<file path="src/rtl/counter_if.sv">
// Bus between the elevator controller FSM (master) and the interval timer (slave).
// The hold line exists only when COUNTER_PAUSE_EN is defined.
interface counter_if #(
    parameter int WIDTH = 8
);
    logic             start;
    logic [WIDTH-1:0] m_time;
`ifdef COUNTER_PAUSE_EN
    logic             hold;
`endif
    logic             done;
    logic             busy;
    logic [WIDTH-1:0] remaining;

`ifdef COUNTER_PAUSE_EN
    modport master (output start, output m_time, output hold,
                    input done, input busy, input remaining);
    modport slave  (input start, input m_time, input hold,
                    output done, output busy, output remaining);
`else
    modport master (output start, output m_time,
                    input done, input busy, input remaining);
    modport slave  (input start, input m_time,
                    output done, output busy, output remaining);
`endif
endinterface

</file>
<file path="src/rtl/counter.sv">
// Programmable down-counting interval timer with a TICK_DIV-cycle prescaler.
// Optional pause input (bus.hold) is compiled in when COUNTER_PAUSE_EN is defined.
module counter #(
    parameter int WIDTH    = 8,
    parameter int TICK_DIV = 1
) (
    input  logic     clk,
    input  logic     rst,
    counter_if.slave bus
);
    localparam int PW = (TICK_DIV < 2) ? 1 : $clog2(TICK_DIV + 1);
    localparam logic [PW-1:0] TICK_LAST = PW'(TICK_DIV - 1);

    typedef enum logic [1:0] {
        IDLE = 2'd0,
        RUN  = 2'd1,
        DONE = 2'd2
    } state_t;

    state_t           state_q, state_d;
    logic [WIDTH-1:0] remaining_q, remaining_d;
    logic [PW-1:0]    prescaler_q, prescaler_d;
    logic             run_en;
    logic             tick;

`ifdef COUNTER_PAUSE_EN
    assign run_en = ~bus.hold;
`else
    assign run_en = 1'b1;
`endif

    assign tick = (prescaler_q == TICK_LAST);

    always_comb begin
        state_d     = state_q;
        remaining_d = remaining_q;
        prescaler_d = prescaler_q;
        case (state_q)
            IDLE: begin
                remaining_d = '0;
                prescaler_d = '0;
                if (bus.start) begin
                    if (bus.m_time != '0) begin
                        remaining_d = bus.m_time;
                        state_d     = RUN;
                    end else begin
                        state_d = DONE;
                    end
                end
            end
            RUN: begin
                // An abort wins over a final tick landing on the same edge.
                if (!bus.start) begin
                    state_d     = IDLE;
                    remaining_d = '0;
                    prescaler_d = '0;
                end else if (run_en) begin
                    if (tick) begin
                        prescaler_d = '0;
                        if (remaining_q > WIDTH'(1)) begin
                            remaining_d = remaining_q - WIDTH'(1);
                        end else begin
                            remaining_d = '0;
                            state_d     = DONE;
                        end
                    end else begin
                        prescaler_d = prescaler_q + PW'(1);
                    end
                end
            end
            DONE: begin
                remaining_d = '0;
                prescaler_d = '0;
                if (!bus.start) begin
                    state_d = IDLE;
                end
            end
            default: begin
                state_d     = IDLE;
                remaining_d = '0;
                prescaler_d = '0;
            end
        endcase
    end

    always_ff @(posedge clk or posedge rst) begin
        if (rst) begin
            state_q     <= IDLE;
            remaining_q <= '0;
            prescaler_q <= '0;
        end else begin
            state_q     <= state_d;
            remaining_q <= remaining_d;
            prescaler_q <= prescaler_d;
        end
    end

    // Outputs come straight from registers, so start = ~done cannot form a loop.
    assign bus.done      = (state_q == DONE);
    assign bus.busy      = (state_q == RUN);
    assign bus.remaining = remaining_q;
endmodule

</file>
<file path="src/flat_wrapper.sv">
// flat-port wrapper written by rule: the top's interface ports become plain ports
module counter_flat 
#(
    parameter int WIDTH    = 8,
    parameter int TICK_DIV = 1
)
  (clk, rst, bus_start, bus_m_time, bus_done, bus_busy, bus_remaining);
  counter_if #(.WIDTH(WIDTH)) bus_i ();
  input  logic clk;
  input  logic rst;
  input wire logic [$bits(bus_i.start)-1:0] bus_start;
  input wire logic [$bits(bus_i.m_time)-1:0] bus_m_time;
  output wire logic [$bits(bus_i.done)-1:0] bus_done;
  output wire logic [$bits(bus_i.busy)-1:0] bus_busy;
  output wire logic [$bits(bus_i.remaining)-1:0] bus_remaining;
  assign bus_i.start = bus_start;
  assign bus_i.m_time = bus_m_time;
  assign bus_done = bus_i.done;
  assign bus_busy = bus_i.busy;
  assign bus_remaining = bus_i.remaining;
  counter #(.WIDTH(WIDTH), .TICK_DIV(TICK_DIV)) u_core (.clk(clk), .rst(rst), .bus(bus_i));
endmodule
</file>
<file path="config.mk">
export PLATFORM = sky130hd
export DESIGN_NAME = counter_flat
export DESIGN_NICKNAME = d
export VERILOG_FILES = /design/src/rtl/counter_if.sv /design/src/rtl/counter.sv /design/src/flat_wrapper.sv
export SDC_FILE = /design/constraint.sdc
export NUM_CORES = 1
export LEC_CHECK = 0
export CORE_UTILIZATION = 35
export CTS_CLUSTER_SIZE = 14
export DETAILED_ROUTE_END_ITERATION = 10
export GPL_ROUTABILITY_DRIVEN = 1
export PLACE_DENSITY = 0.66
export REMOVE_ABC_BUFFERS = 1
export SYNTH_ARGS = -nofsm -noshare
export SYNTH_HDL_FRONTEND = slang
export SYNTH_SLANG_ARGS = --single-unit
</file>
<file path="constraint.sdc">
create_clock -name clk -period 2.6 [get_ports clk]
set_input_delay 0.26 -clock clk [delete_from_list [all_inputs] [get_ports clk]]
set_output_delay 0.26 -clock clk [all_outputs]
set_load 0.005 [all_outputs]
</file>
==> Word level (Yosys, flattened, before mapping) <==
Index checks and enable logic that the tools add are counted.
{ "word_totals": {"ff_bits": 11, "latchBits": 0, "ram_bits": 0, "rom_bits": 0, "in_bits": 11, "out_inout_bits": 10, "wordCells": 31, "memories": 0} }
{ "classes": {"addsub": 2, "mul": 0, "n_div": 0, "n_lt_le_gt_ge": 1, "eq_ne": 6, "shift": 0, "muxes": 16, "bitwise_logic": 0, "n_reduce_logical": 3} }
{ "ops": {"columns": ["operator", "count"], "rows": [
  ["$mux W8", 5],
  ["$pmux W8 S2", 1],
  ["$mux W2", 6],
  ["$gt A8 B1 Y1 const B", 1],
  ["$reduce_bool A8 Y1", 1],
  ["$sub A8 B1 Y8 const B", 1],
  ["$ne A3 B3 Y1 const B", 2],
  ["$pmux W2 S3", 1],
  ["$ne A2 B2 Y1 const B", 2],
  ["$reduce_and A4 Y1", 1],
  ["$mux W1", 3],
  ["$eq A2 B1 Y1 const B", 1],
  ["$eq A2 B2 Y1 const B", 1],
  ["$logic_not A2 Y1", 1],
  ["$add A1 B1 Y1 const B", 1]
]} }

==> Depth between registers and ports, before layout <==
{ "depth": {"word_depth": 5, "mapped_depth": 5, "mapped_depth_nobuf": 5} }

==> Least setup slack after synthesis <==
OpenSTA, ideal clock, no wires.
{ "synth_path": {"path_type": "register -> register", "from": "register u_core.remaining_q[0] (netlist: u_core.bus.remaining[0])", "to": "register u_core.remaining_q[2] (netlist: u_core.bus.remaining[2])", "setup_ns": 0.077, "arrival_time_ns": 1.282, "required_ns": 2.523, "setup_slack_ns": 1.240, "stages_incl_launch_ff": 6, "n_path_buf": 0, "period_less_slack_ns": 1.360, "path_cell_list": "dfrtp_1 > inv_1 > ha_1 > o211ai_1 > nand3_2 > o21ai_1"} }
{ "synth_via": {"elab_chain_cells": 5, "elab_cells_between_ends": 6, "cone_classes": "add/sub (1); order compare (1); mux (4)"} }
{ "synth_lines": {"columns": ["element", "line_no", "rtl"], "rows": [
  ["from (decl)", "counter.sv:21", "logic [WIDTH-1:0] remaining_q, remaining_d;"],
  ["from (signal assigned)", "counter.sv:93", "remaining_q <= remaining_d;"],
  ["$sub A8 B1 Y8 or $gt A8 B1 Y1 (tied branches)", "counter.sv:61, counter.sv:60", null],
  ["$mux W8 *", "counter.sv:60", "if (remaining_q > WIDTH'(1)) begin"],
  ["$mux W8 *", "counter.sv:58", "if (tick) begin"],
  ["$mux W8 *", "counter.sv:53", "if (!bus.start) begin"],
  ["$pmux W8 S2 *", "counter.sv:38", "case (state_q)"],
  ["named net u_core.remaining_d[2]", "counter.sv:21", null]
]} }
The timed path passes the listed nets; every way through them passes the cells marked *. The select of a mux whose other input is x is not followed.
A chain may end at the register's enable or synchronous reset.

==> Worst setup path in the final report <==
{ "layout_path": {"from": "register u_core.state_q[1]", "to": "output bus_busy"} }
{ "layout_via": {"elab_chain_cells": 1} }
{ "layout_lines": {"columns": ["element", "line_no", "rtl"], "rows": [
  ["from (decl)", "counter.sv:20", "state_t state_q, state_d;"],
  ["from (signal assigned)", "counter.sv:92", "state_q <= state_d;"],
  ["$eq A2 B1 Y1", "counter.sv:100", "assign bus.busy = (state_q == RUN);"],
  ["to (decl)", "flat_wrapper.sv:14", "output wire logic [$bits(bus_i.busy)-1:0] bus_busy;"]
]} }
Every way passes these cells.

==> results <==
- Summing the areas of all compound-gate instances in the mapped netlist gives 12.1% of the synthesized area.
- The post-synthesis to final-layout area growth is 43.4%.
- The analysis attributes to cell leakage a power of 0.331 nW.
- For this run, design rule violations remaining after detail routing come to 0.
- A synthesized cell averages slightly below 10 um^2.
- Global routing used 16.5% of the available tracks.
- For this run, the slowest stage of the critical path takes 0.54 ns.
- The number of hold-slack violations in the final timing report was 0.
- The startpoint identified for the worst register-to-register timing path is u_core.bus.remaining[0]$_DFF_PP0_.
- For this run, the number of Yosys warnings is 0.
- The worst-path cell with the longest stage delay is sky130_fd_sc_hd__clkdlybuf4s50_1.
- The main combinational cell family by area after synthesis is simple AND/OR/NAND/NOR gates.
- The initial antenna violation count is 0.
- Internal power comes to just under 600 uW.
- The number of vias after detailed routing is 502.
- The sum of internal, switching and leakage power is ~980 uW.
- No sink is reached through more buffers than the 2 on the longest clock path.
- The cell row count is 14.
- The post-layout net count is 96.
- Once layout is done, the placed cells without fillers occupy between 800 and 900 um^2.
- The final weighted congestion of routability-driven global placement is around 0.75.
- Walking the worst path, the cells encountered are nor2b_1 > clkdlybuf4s50_1.
- The time the final worst path needs with I/O delays and setup is approximately 1.7 ns.
- The combinational share of power is a little under three fifths.
- Summed over all nets, the switching power comes to approximately 390 uW.
- The aggregate routed wire length is 1.30 mm.
- The path depth of the worst reg2reg path is 5.
- In this run the number of H-tree levels came out at 1.
- The initial DRC count is 16.
- The xor and xnor area share after synthesis is 9.40%.
- The combined area of the multi-input logic cells is between 200 and 300 um^2.
- The number of iterations in the first detailed-routing pass is 4.
- Dividing the detail-routed wire length by the instance count gives between 10 and 15 um.
- The type of the tightest min-delay check is in -> async.
- For this configuration, the core starts out at a cell density of approximately 37%.
- The insertion delay to the later sink of the worst-skew pair is roughly 0.26 ns.
- The worst hold slack across all endpoints is 0.274 ns.
- The worst clock skew is about 0.0033 ns.
- The TritonCTS clock tree is yes.
- Pin placement for this block handled 21 I/O pins.
- Of the cells placed in the final design, the portion with a size suffix greater than 1 is 11.1%.
- Setup repair after global routing left no endpoint under its margin.
- The actual transition at the worst max-transition pin is ~0.41 ns.
- 0 antenna diodes ended up in the layout.
- The critical register-to-register path endpoint is u_core.bus.remaining[5]$_DFF_PP0_.
- The via count of the first global-routing pass is approximately 430.
- Clock tree synthesis found a total of 10 sinks.
- The root buffer cell chosen for the clock tree is sky130_fd_sc_hd__clkbuf_4.
- The number of buffers and inverters on the critical path is 1.
- The maximum number of pins on one net before global-route repair is 11.
- The area of placed instances is approximately 780 um^2.
- Static timing analysis puts the maximum clock frequency at about 600 MHz.
- The via-per-instance ratio is about 5.2.
- The floorplan die height is about 42 um.
- The capturing element type of the critical path is a primary output.
- Of all cell types, the one taking the most synthesized area is sky130_fd_sc_hd__dfrtp_1.
- The run finished with clean final reports.
- The final-report max-slew violation count was 0.
- The first global-routing pass estimated about 2.1 mm of wire.
- On the critical path the largest part of the delay comes from buffers and inverters.
- The total of flip-flops plus latches after synthesis is 10.
- STA classifies the critical path startpoint as a register.
- Summing the sequential cell areas from Yosys gives about 45% of the chip area.
- The share of the cycle needed by the critical path after routing is roughly two thirds.
- The fraction of the core area covered by cells at the end of the flow is between 50% and 60%.
- The required time of the critical path is about 2.3 ns.
- The number of buffers added to fix hold violations after cts is 0.
- Measured along the x axis, the die boundary spans 42.0 um.
- Across the whole layout, storage elements account for approximately 250 um^2.
- Measured against its own limit, the worst slew margin works out to around 72%.
- The post-cts repair resize count is 0.
- The post-synthesis instance area is between 500 and 600 um^2.
- After Yosys synthesis, full adders, half adders and majority gates account for under 10% of the synthesized area.
- The post-route antenna net violation count is 0.
- The count of buffers added on input and output ports is 20.
- STA puts the critical path data arrival time at between 1 and 1.5 ns.
- Setup total negative slack on the finished layout was measured at 0 ns.
- The clock transition time at the flip-flop clock pins of the worst setup and hold paths is 0.06 ns.
- The number of CTS-inserted buffers is 3.
- In this run, distinct cell masters in the synthesized netlist total 22.
- Setup violations remaining at the end of the flow were counted as 0.
- Net switching is between 30% and 40% of the power.
- The maximum VDD drop is between 0.0006 and 0.0007 V.
- The mux contribution to synthesized area is 0%.
- Once the clock tree was built, the setup fixing pass inserted 0 buffers.
- After legalization and detailed placement, the total HPWL measured 1.01 mm.
- The layout has ~150 filler cells.
- The count of mapped cells out of synthesis is 58.
- In this run the worst path has a maximum fanout of 5.
- The die area is 1760 um^2.
- After global routing the overflow that remains totals 0.
- After Yosys synthesis, and, or, nand and nor cells account for 27.3% of the synthesized area.
- The register share of total power is between 30% and 40%.
- The worst setup path is of the reg -> out kind.
- By area the synthesized netlist is led by sky130_fd_sc_hd__dfrtp_1, sky130_fd_sc_hd__o21ai_1, sky130_fd_sc_hd__nand2_1.
- For this design the ratio of total power to cell area is 1220 nW/um^2.
- The clock share of power is around a tenth.
- The region available for standard cell placement spans approximately 1500 um^2.
- The share of Yosys cell area claimed by the top area cell type is 44.7%.
- The number of max-capacitance violations reported is 0.
- In this run the register-to-register setup slack is 0.99 ns.
-- cell type report --
| cell class | instances | area share [%] |
|---|---|---|
| repair buffers | 20 | 25.0 |
| clock buffers | 3 | 2.81 |
| inverters | 3 | 1.40 |
| well taps | 16 | 2.50 |
| multi-input cells | 45 | 37.1 |
| flip-flops and latches | 10 | 31.2 |
-- synthesized netlist by cell type (all sizes together) --
| library cell | n |
|---|---|
| nand2 | 10 |
| nor2 | 5 |
| xor2 | 2 |
| xnor2 | 4 |
| nor4 | 1 |
| o211ai | 1 |
| nor3b | 1 |
| dfrtp | 10 |
| o31ai | 1 |
| o21ai | 8 |
| nor2b | 2 |
| inv | 3 |
| ha | 2 |
| or4 | 2 |
| nor3 | 1 |
| and4bb | 1 |
| nand2b | 1 |
| nand3 | 2 |
| o22ai | 1 |
-- layout by cell type (no fill, tap or decap), types with 2 or more instances in the layout --
| cell | Yosys | final |
|---|---|---|
| sky130_fd_sc_hd__nor2_1 | 4 | 4 |
| sky130_fd_sc_hd__ha_1 | 2 | 2 |
| sky130_fd_sc_hd__inv_1 | 3 | 3 |
| sky130_fd_sc_hd__xor2_1 | 2 | 2 |
| sky130_fd_sc_hd__o21ai_1 | 8 | 8 |
| sky130_fd_sc_hd__clkbuf_4 | 0 | 3 |
| sky130_fd_sc_hd__dfrtp_1 | 10 | 10 |
| sky130_fd_sc_hd__clkdlybuf4s50_1 | 0 | 20 |
| sky130_fd_sc_hd__xnor2_1 | 4 | 4 |
| sky130_fd_sc_hd__nor2b_1 | 2 | 2 |
| sky130_fd_sc_hd__nand2_1 | 10 | 10 |
-- sequential cells by signal, summed over array words and instances (netlist names) --
name / count
u_core.bus.remaining: 8
u_core.state_q: 2
-- worst max path at each step --
stage	to	slack [ns]	cells past startpoint	start
2_1_floorplan	u_core.bus.remaining[2]$_DFF_PP0_	1.24	5	u_core.bus.remaining[0]$_DFF_PP0_
3_3_place_gp	u_core.state_q[1]$_DFFE_PP0P_	1.01	5	bus_m_time[5]
3_5_place_dp	u_core.state_q[1]$_DFFE_PP0P_	1.00	5	bus_m_time[5]
4_1_cts	bus_busy	0.88	2	u_core.state_q[1]$_DFFE_PP0P_
5_1_grt	bus_busy	0.80	2	u_core.state_q[1]$_DFFE_PP0P_
6_report	bus_busy	0.88	2	u_core.state_q[1]$_DFFE_PP0P_
-- power by group through the flow --
stage | Clock (mW) | Sequential [mW] | Combinational [mW]
after floorplan | 0 | 0.313 | 0.336
after global placement | 0 | 0.325 | 0.550
after detailed placement | 0 | 0.323 | 0.556
after CTS | 0.110 | 0.322 | 0.558
after global routing | 0.122 | 0.336 | 0.603
final | 0.105 | 0.322 | 0.555
-- routing by layer --
| layer | track usage, % | vias up | wire [um] |
|---|---|---|---|
| met1 | 23.6 | 237 | 653 |
| li1 | - | 247 | - |
| met2 | 22.8 | 16 | 569 |
| met3 | 7.33 | 2 | 70 |
| met5 | 0 | - | 0 |
| met4 | 3.87 | 0 | 5 |
-- cells by family after synthesis --
family	Yosys count
simple gates	26
flops	10
fa+ha+maj	2
xor+xnor	6
compound gates	11
buf+inv	3
-- metrics by stage --
stage          instances  setup slack (ns)
3_5_place_dp          94              1.00
6_report              97             0.884
3_3_place_gp          94              1.01
5_1_grt               97             0.804
2_1_floorplan         58              1.24
4_1_cts               97             0.883
(Power assumes the default switching activity.)
